`src/rtl/bc_seq_ctrl_if.sv`:
```
// Handshake and datapath-control bundle for bc_seq_ctrl.
// The sequencer sits on the slave side; the job issuer and consumer sit on the master side.
interface bc_seq_ctrl_if #(
  parameter int ITER_W = 4
);
  logic              start;
  logic [ITER_W-1:0] n_iter;
  logic              abort;
  logic              res_ready;
  logic              busy;
  logic              res_valid;
  logic              done;
  logic [ITER_W-1:0] iter_idx;
  logic              LX;
  logic              LS;
  logic              LH;
  logic              H;
  logic [1:0]        M0;
  logic [1:0]        M1;
  logic [1:0]        M2;

  modport slave (
    input  start, n_iter, abort, res_ready,
    output busy, res_valid, done, iter_idx, LX, LS, LH, H, M0, M1, M2
  );

  modport master (
    output start, n_iter, abort, res_ready,
    input  busy, res_valid, done, iter_idx, LX, LS, LH, H, M0, M1, M2
  );
endinterface

```
`src/rtl/bc_seq_ctrl.sv`:
```
// Start/busy/done sequencer running the 5-step polynomial microprogram n_iter times per job.
// Optional single-step debug port enabled by defining BC_STEP_EN.
module bc_seq_ctrl #(
  parameter int ITER_W = 4
) (
  input  logic         clk,
  input  logic         reset,
`ifdef BC_STEP_EN
  input  logic         step,
`endif
  bc_seq_ctrl_if.slave bus
);

  typedef enum logic [3:0] {
    IDLE   = 4'd0,
    S1     = 4'd1,
    S2     = 4'd2,
    S3     = 4'd3,
    S4     = 4'd4,
    S5     = 4'd5,
    RESULT = 4'd6,
    DONE   = 4'd7
  } state_t;

  typedef struct packed {
    logic [1:0] m0;
    logic [1:0] m1;
    logic [1:0] m2;
    logic       lx;
    logic       ls;
    logic       lh;
    logic       h;
  } ctrl_t;

  function automatic ctrl_t ctrl_word(input state_t s);
    ctrl_t w;
    w = '0;
    case (s)
      S1:      w = {2'd0, 2'd1, 2'd0, 1'b1, 1'b0, 1'b1, 1'b1};
      S2:      w = {2'd1, 2'd0, 2'd3, 1'b0, 1'b1, 1'b0, 1'b1};
      S3:      w = {2'd2, 2'd0, 2'd0, 1'b0, 1'b0, 1'b1, 1'b1};
      S4:      w = {2'd0, 2'd2, 2'd3, 1'b0, 1'b1, 1'b0, 1'b0};
      S5:      w = {2'd3, 2'd0, 2'd2, 1'b0, 1'b1, 1'b0, 1'b0};
      default: w = '0;
    endcase
    return w;
  endfunction

  state_t            state;
  ctrl_t             ctrl_q;
  logic              busy_q;
  logic              res_valid_q;
  logic              done_q;
  logic [ITER_W-1:0] iter_q;
  logic [ITER_W-1:0] n_lat;
  logic              adv;

`ifdef BC_STEP_EN
  assign adv = step;
`else
  assign adv = 1'b1;
`endif

  always_ff @(posedge clk or negedge reset) begin
    if (!reset) begin
      state       <= IDLE;
      ctrl_q      <= '0;
      busy_q      <= 1'b0;
      res_valid_q <= 1'b0;
      done_q      <= 1'b0;
      iter_q      <= '0;
      n_lat       <= '0;
    end else begin
      done_q <= 1'b0;
      // Abort beats every other transition, including a RESULT handshake.
      if (abort_active()) begin
        state       <= IDLE;
        ctrl_q      <= '0;
        busy_q      <= 1'b0;
        res_valid_q <= 1'b0;
        iter_q      <= '0;
      end else begin
        case (state)
          IDLE: begin
            if (bus.start) begin
              if (bus.n_iter != '0) begin
                n_lat  <= bus.n_iter;
                iter_q <= '0;
                busy_q <= 1'b1;
                state  <= S1;
                ctrl_q <= ctrl_word(S1);
              end else begin
                done_q <= 1'b1;
              end
            end
          end
          S1, S2, S3, S4: begin
            if (adv) begin
              state  <= state_t'(state + 4'd1);
              ctrl_q <= ctrl_word(state_t'(state + 4'd1));
            end
          end
          S5: begin
            if (adv) begin
              state       <= RESULT;
              ctrl_q      <= '0;
              res_valid_q <= 1'b1;
            end
          end
          RESULT: begin
            if (bus.res_ready) begin
              res_valid_q <= 1'b0;
              if (iter_q == n_lat - ITER_W'(1)) begin
                state  <= DONE;
                done_q <= 1'b1;
              end else begin
                iter_q <= iter_q + ITER_W'(1);
                state  <= S1;
                ctrl_q <= ctrl_word(S1);
              end
            end
          end
          DONE: begin
            state  <= IDLE;
            busy_q <= 1'b0;
            iter_q <= '0;
          end
          default: begin
            state       <= IDLE;
            ctrl_q      <= '0;
            busy_q      <= 1'b0;
            res_valid_q <= 1'b0;
            iter_q      <= '0;
          end
        endcase
      end
    end
  end

  function automatic logic abort_active();
    return bus.abort && (state != IDLE);
  endfunction

  assign bus.busy      = busy_q;
  assign bus.res_valid = res_valid_q;
  assign bus.done      = done_q;
  assign bus.iter_idx  = iter_q;
  assign bus.M0        = ctrl_q.m0;
  assign bus.M1        = ctrl_q.m1;
  assign bus.M2        = ctrl_q.m2;
  assign bus.H         = ctrl_q.h;

`ifdef BC_STEP_EN
  // Loads fire only on the advancing cycle so a stalled step never reloads a register.
  assign bus.LX = ctrl_q.lx & step;
  assign bus.LS = ctrl_q.ls & step;
  assign bus.LH = ctrl_q.lh & step;
`else
  assign bus.LX = ctrl_q.lx;
  assign bus.LS = ctrl_q.ls;
  assign bus.LH = ctrl_q.lh;
`endif

endmodule
```
`src/flat_wrapper.sv`:
```
// flat-port wrapper written by rule: the top's interface ports become plain ports
module bc_seq_ctrl_flat 
#(
  parameter int ITER_W = 4
)
  (clk, reset, bus_start, bus_n_iter, bus_abort, bus_res_ready, bus_busy, bus_res_valid, bus_done, bus_iter_idx, bus_LX, bus_LS, bus_LH, bus_H, bus_M0, bus_M1, bus_M2);
  bc_seq_ctrl_if #(.ITER_W(ITER_W)) bus_i ();
  input  logic clk;
  input  logic reset;
  input wire logic [$bits(bus_i.start)-1:0] bus_start;
  input wire logic [$bits(bus_i.n_iter)-1:0] bus_n_iter;
  input wire logic [$bits(bus_i.abort)-1:0] bus_abort;
  input wire logic [$bits(bus_i.res_ready)-1:0] bus_res_ready;
  output wire logic [$bits(bus_i.busy)-1:0] bus_busy;
  output wire logic [$bits(bus_i.res_valid)-1:0] bus_res_valid;
  output wire logic [$bits(bus_i.done)-1:0] bus_done;
  output wire logic [$bits(bus_i.iter_idx)-1:0] bus_iter_idx;
  output wire logic [$bits(bus_i.LX)-1:0] bus_LX;
  output wire logic [$bits(bus_i.LS)-1:0] bus_LS;
  output wire logic [$bits(bus_i.LH)-1:0] bus_LH;
  output wire logic [$bits(bus_i.H)-1:0] bus_H;
  output wire logic [$bits(bus_i.M0)-1:0] bus_M0;
  output wire logic [$bits(bus_i.M1)-1:0] bus_M1;
  output wire logic [$bits(bus_i.M2)-1:0] bus_M2;
  assign bus_i.start = bus_start;
  assign bus_i.n_iter = bus_n_iter;
  assign bus_i.abort = bus_abort;
  assign bus_i.res_ready = bus_res_ready;
  assign bus_busy = bus_i.busy;
  assign bus_res_valid = bus_i.res_valid;
  assign bus_done = bus_i.done;
  assign bus_iter_idx = bus_i.iter_idx;
  assign bus_LX = bus_i.LX;
  assign bus_LS = bus_i.LS;
  assign bus_LH = bus_i.LH;
  assign bus_H = bus_i.H;
  assign bus_M0 = bus_i.M0;
  assign bus_M1 = bus_i.M1;
  assign bus_M2 = bus_i.M2;
  bc_seq_ctrl #(.ITER_W(ITER_W)) u_core (.clk(clk), .reset(reset), .bus(bus_i));
endmodule
```
`config.mk`:
```
export PLATFORM = sky130hd
export DESIGN_NAME = bc_seq_ctrl_flat
export DESIGN_NICKNAME = d
export VERILOG_FILES = /design/src/rtl/bc_seq_ctrl_if.sv /design/src/rtl/bc_seq_ctrl.sv /design/src/flat_wrapper.sv
export SDC_FILE = /design/constraint.sdc
export NUM_CORES = 1
export LEC_CHECK = 0
export CAP_MARGIN = 20
export CORE_MARGIN = 1.5
export CORE_UTILIZATION = 35
export DETAILED_ROUTE_END_ITERATION = 10
export SLEW_MARGIN = 20
export SYNTH_ARGS = -nofsm -noshare
export SYNTH_HDL_FRONTEND = slang
export SYNTH_SLANG_ARGS = --single-unit
```
`constraint.sdc`:
```
create_clock -name clk -period 2.1 [get_ports clk]
set_input_delay 0.21 -clock clk [delete_from_list [all_inputs] [get_ports clk]]
set_output_delay 0.21 -clock clk [all_outputs]
set_load 0.03 [all_outputs]
```
==> results.yml <==
outcome:
  status: "completed"
grt:
  grt_overflow: 0
  grt_pass1_vias: 1369
  grt_max_degree: 24
  grtUsageTotal_pct: 16.6
  antenna_found_initial: 0
  grt_pass1_wl_um: 6460
yosys:
  synth_edf_count: 0
  avgSynthCellArea_sq_um: 10.2
  async_flop_share_pct: 100
  syn_nets: 168
  synthCells: 152
  netlist_area_sq_mm: 0.00155
  synth_seq_cells: 23
  ys_types: 51
  synth_ff_type: "dfrtp_1"
  yosysSeqAreaShare_pct: 37.2
  synth-warning-count: 0
clock_tree:
  tritoncts: "built"
  path_clk_slew_ns: 0.08
  cts.sinks: 23
  htree_levels: 1
  clockRootBuffer: "clkbuf_8"
  cts_buffers: 3
  clock_path_buffers: 2
  insertion_delay_ns: 0.26
critical_path:
  rr_endpoint: "u_core.bus.M0[0]"
  ff2ff_setup_slack_ns: 0.04
  endpoint: "u_core.bus.M0[0]"
  endpoint_kind: "flip-flop"
  startpoint_type: "flip-flop"
  arrival_ns: 2.21
  worstPathRequired_ns: 2.25
  r2r_cells: 8
  startpoint: "u_core.n_lat[1]"
  crit_fanout: 4
  crit-reg2reg-launch: "u_core.n_lat[1]"
  criticalPathCategory: "flip-flop to flip-flop"
sta:
  fin_skew_ns: 0.00137
  slew_violations: 0
  hold_violations: 0
  max-slew-margin-rel_pct: 66.8
  setup_viol: 0
  timing.hold.ws_ns: 0.291
  rsz0062_at_grt: "true"
  timing.final.crit_share_pct: 98.0
  worst_pin_slew_ns: 0.498
  period_needed_ns: 2.06
  max_freq_mhz: 486
placed_design:
  dpl.hpwl_um: 2940
  place_congestion: 0.824
  post-place-cells: 244
  portBuffers: 25
finish:
  nets: 217
  diodes: 0
  fin_cells: 250
  drive_above_1_share_pct: 34.5
  syn2layout_area_growth_pct: 40.6
power:
  peakVddDrop_uv: 615
  p_leak_nw: 0.970
  p_total_mw: 3.21
  powerDensity_mw_per_mm2: 1480
die:
  die_y_um: 69.4
  design.core.area_sq_mm: 0.00412
  ioPinCount: 26
  start_util_pct: 37.5
  rows: 23
  die-area_sq_mm: 0.00482
  die_x_um: 69.4
detailed_routing:
  final_antenna_net_count: 0
  wl_per_cell_um: 15.2
  vias: 1298
  drtIter0Drc: 43
  routed_via_density: 5.19
  drc_errors: 0
  drt_first_pass_iters: 4
  wl_um: 3790
job:
  cap_violations: 0
worst_hold_path:
  min-delay-path-class: "input pin to async pin"
## where the power goes
group          total (mW)  internal [mW]  switching (mW)
logic                2.23           1.12            1.10
registers           0.701          0.584           0.117
clock network       0.278          0.136           0.142
total                3.21           1.84            1.36
## synth_stat cells, types with 2 or more instances
master    count  area (sq um)
dfrtp_1      23           576
nor2_1       14          52.6
mux2_2       10           113
nand2_1      10          37.5
o21ai_0       8          40.0
ha_1          7          87.6
inv_1         6          22.5
a21oi_1       5          25.0
a31oi_1       5          31.3
and3_1        3          18.8
clkbuf_1      3          11.3
mux2_1        3          33.8
nor2b_1       3          18.8
xnor2_1       3          26.3
xor2_1        3          26.3
a221oi_1      2          17.5
buf_4         2          15.0
buf_6         2          22.5
mux2i_1       2          20.0
nand4_1       2          12.5
nor3_1        2          10.0
nor3_2        2          20.0
o41ai_1       2          17.5
or2_2         2          12.5
or3b_2        2          17.5
## critical path: stages (launching register included)
cell and delay [ns]:
dfrtp_1 0.39, inv_1 0.11, ha_4 0.21, xor2_1 0.15, nand4_1 0.16, nor3_4 0.08
a311oi_4 0.37, buf_6 0.18, mux2_4 0.30
## metrics by stage
stage / cell area (sq um) / worst slack [ns] / TNS (ns) / util (%)
finish: 2170 / 0.0427 / 0 / 52.8
floorplan: 1560 / 0.00218 / 0 / -
CTS: 2080 / 0.00698 / 0 / 50.7
global route: 2170 / -0.0352 / -0.249 / 52.8
detailed placement: 2010 / -0.0489 / -0.315 / 48.8
global placement: 2010 / -0.0354 / -0.0651 / 48.8
## cells by family (layout without fill, tap and decap cells)
kind of cell               Yosys count  count (layout)  synth area share [%]
and+or+nand+nor                     53              53                  20.3
AOI/OAI and AO/OA                   33              33                  16.2
DFF                                 23              23                  37.2
muxes                               15              15                  10.8
buffers and inverters               14              62                  4.94
adders and majority gates            7               7                  5.67
xor gates and xnor gates             7               7                  4.86
## repair_timing
| item | 4_1_cts | 5_1_grt |
|---|---|---|
| hold buffers | 0 | 0 |
| endpoints found under the setup margin | 10 | 15 |
| resized for setup | 7 | 21 |
| gates cloned | 0 | 0 |
| setup buffers | 1 | 1 |
| pin swaps | 4 | 6 |
## state kept, by name, summed over array words and instances (netlist names)
register,count
u_core.bus.res_valid,1
u_core.bus.M2,2
u_core.bus.iter_idx,4
u_core.bus.busy,1
u_core.bus.M1,2
u_core.bus.LH,1
u_core.bus.M0,2
u_core.bus.done,1
u_core.bus.H,1
u_core.n_lat,4
u_core.state,4
## layer usage
metal / global-route usage (%) / part of all wire, % / up-vias
li1: - / - / 647
met1: 20.7 / 46 / 626
met2: 30.0 / 51 / 20
met3: 1.74 / 2.2 / 5
met4: 5.23 / 1.1 / 0
met5: 0 / 0 / -
## worst min-delay path by stage
stage | from | end | depth (start not counted)
finish | reset | u_core.bus.iter_idx[0] | 2
global route | reset | u_core.bus.iter_idx[0] | 2
CTS | reset | u_core.bus.iter_idx[1] | 2
detailed placement | u_core.bus.M1[1] | u_core.bus.M1[1] | 1
global placement | u_core.bus.res_valid | u_core.bus.res_valid | 1
floorplan | reset | u_core.bus.H | 0
## placed cells by master (no fill, tap or decap), types with 2 or more instances in the layout
master,synthesis,final
clkdlybuf4s50_1,0,25
buf_4,2,25
dfrtp_1,23,21
nor2_1,14,12
nand2_1,10,9
mux2_4,0,8
o21ai_0,8,6
a21oi_1,5,5
a31oi_1,5,5
inv_1,6,3
inv_2,0,3
xnor2_1,3,3
xor2_1,3,3
and3_1,3,3
mux2_2,10,3
ha_1,7,3
ha_4,0,3
clkbuf_8,0,3
nor3_2,2,2
nand4_1,2,2
nor2b_1,3,2
nor2_2,0,2
o21ai_1,0,2
or2_2,2,2
mux2i_1,2,2
a221oi_1,2,2
mux2_1,3,2
buf_6,2,2
dfrtp_2,0,2
## final cells by class
type	instances	area [sq um]
clock buffers	4	45.0
fillers	369	1940
inverters	6	22.5
multi-input cells	115	1000
flip-flops and latches	23	578
well taps	50	62.6
repair buffers	52	460
(Power assumes the default switching activity.)
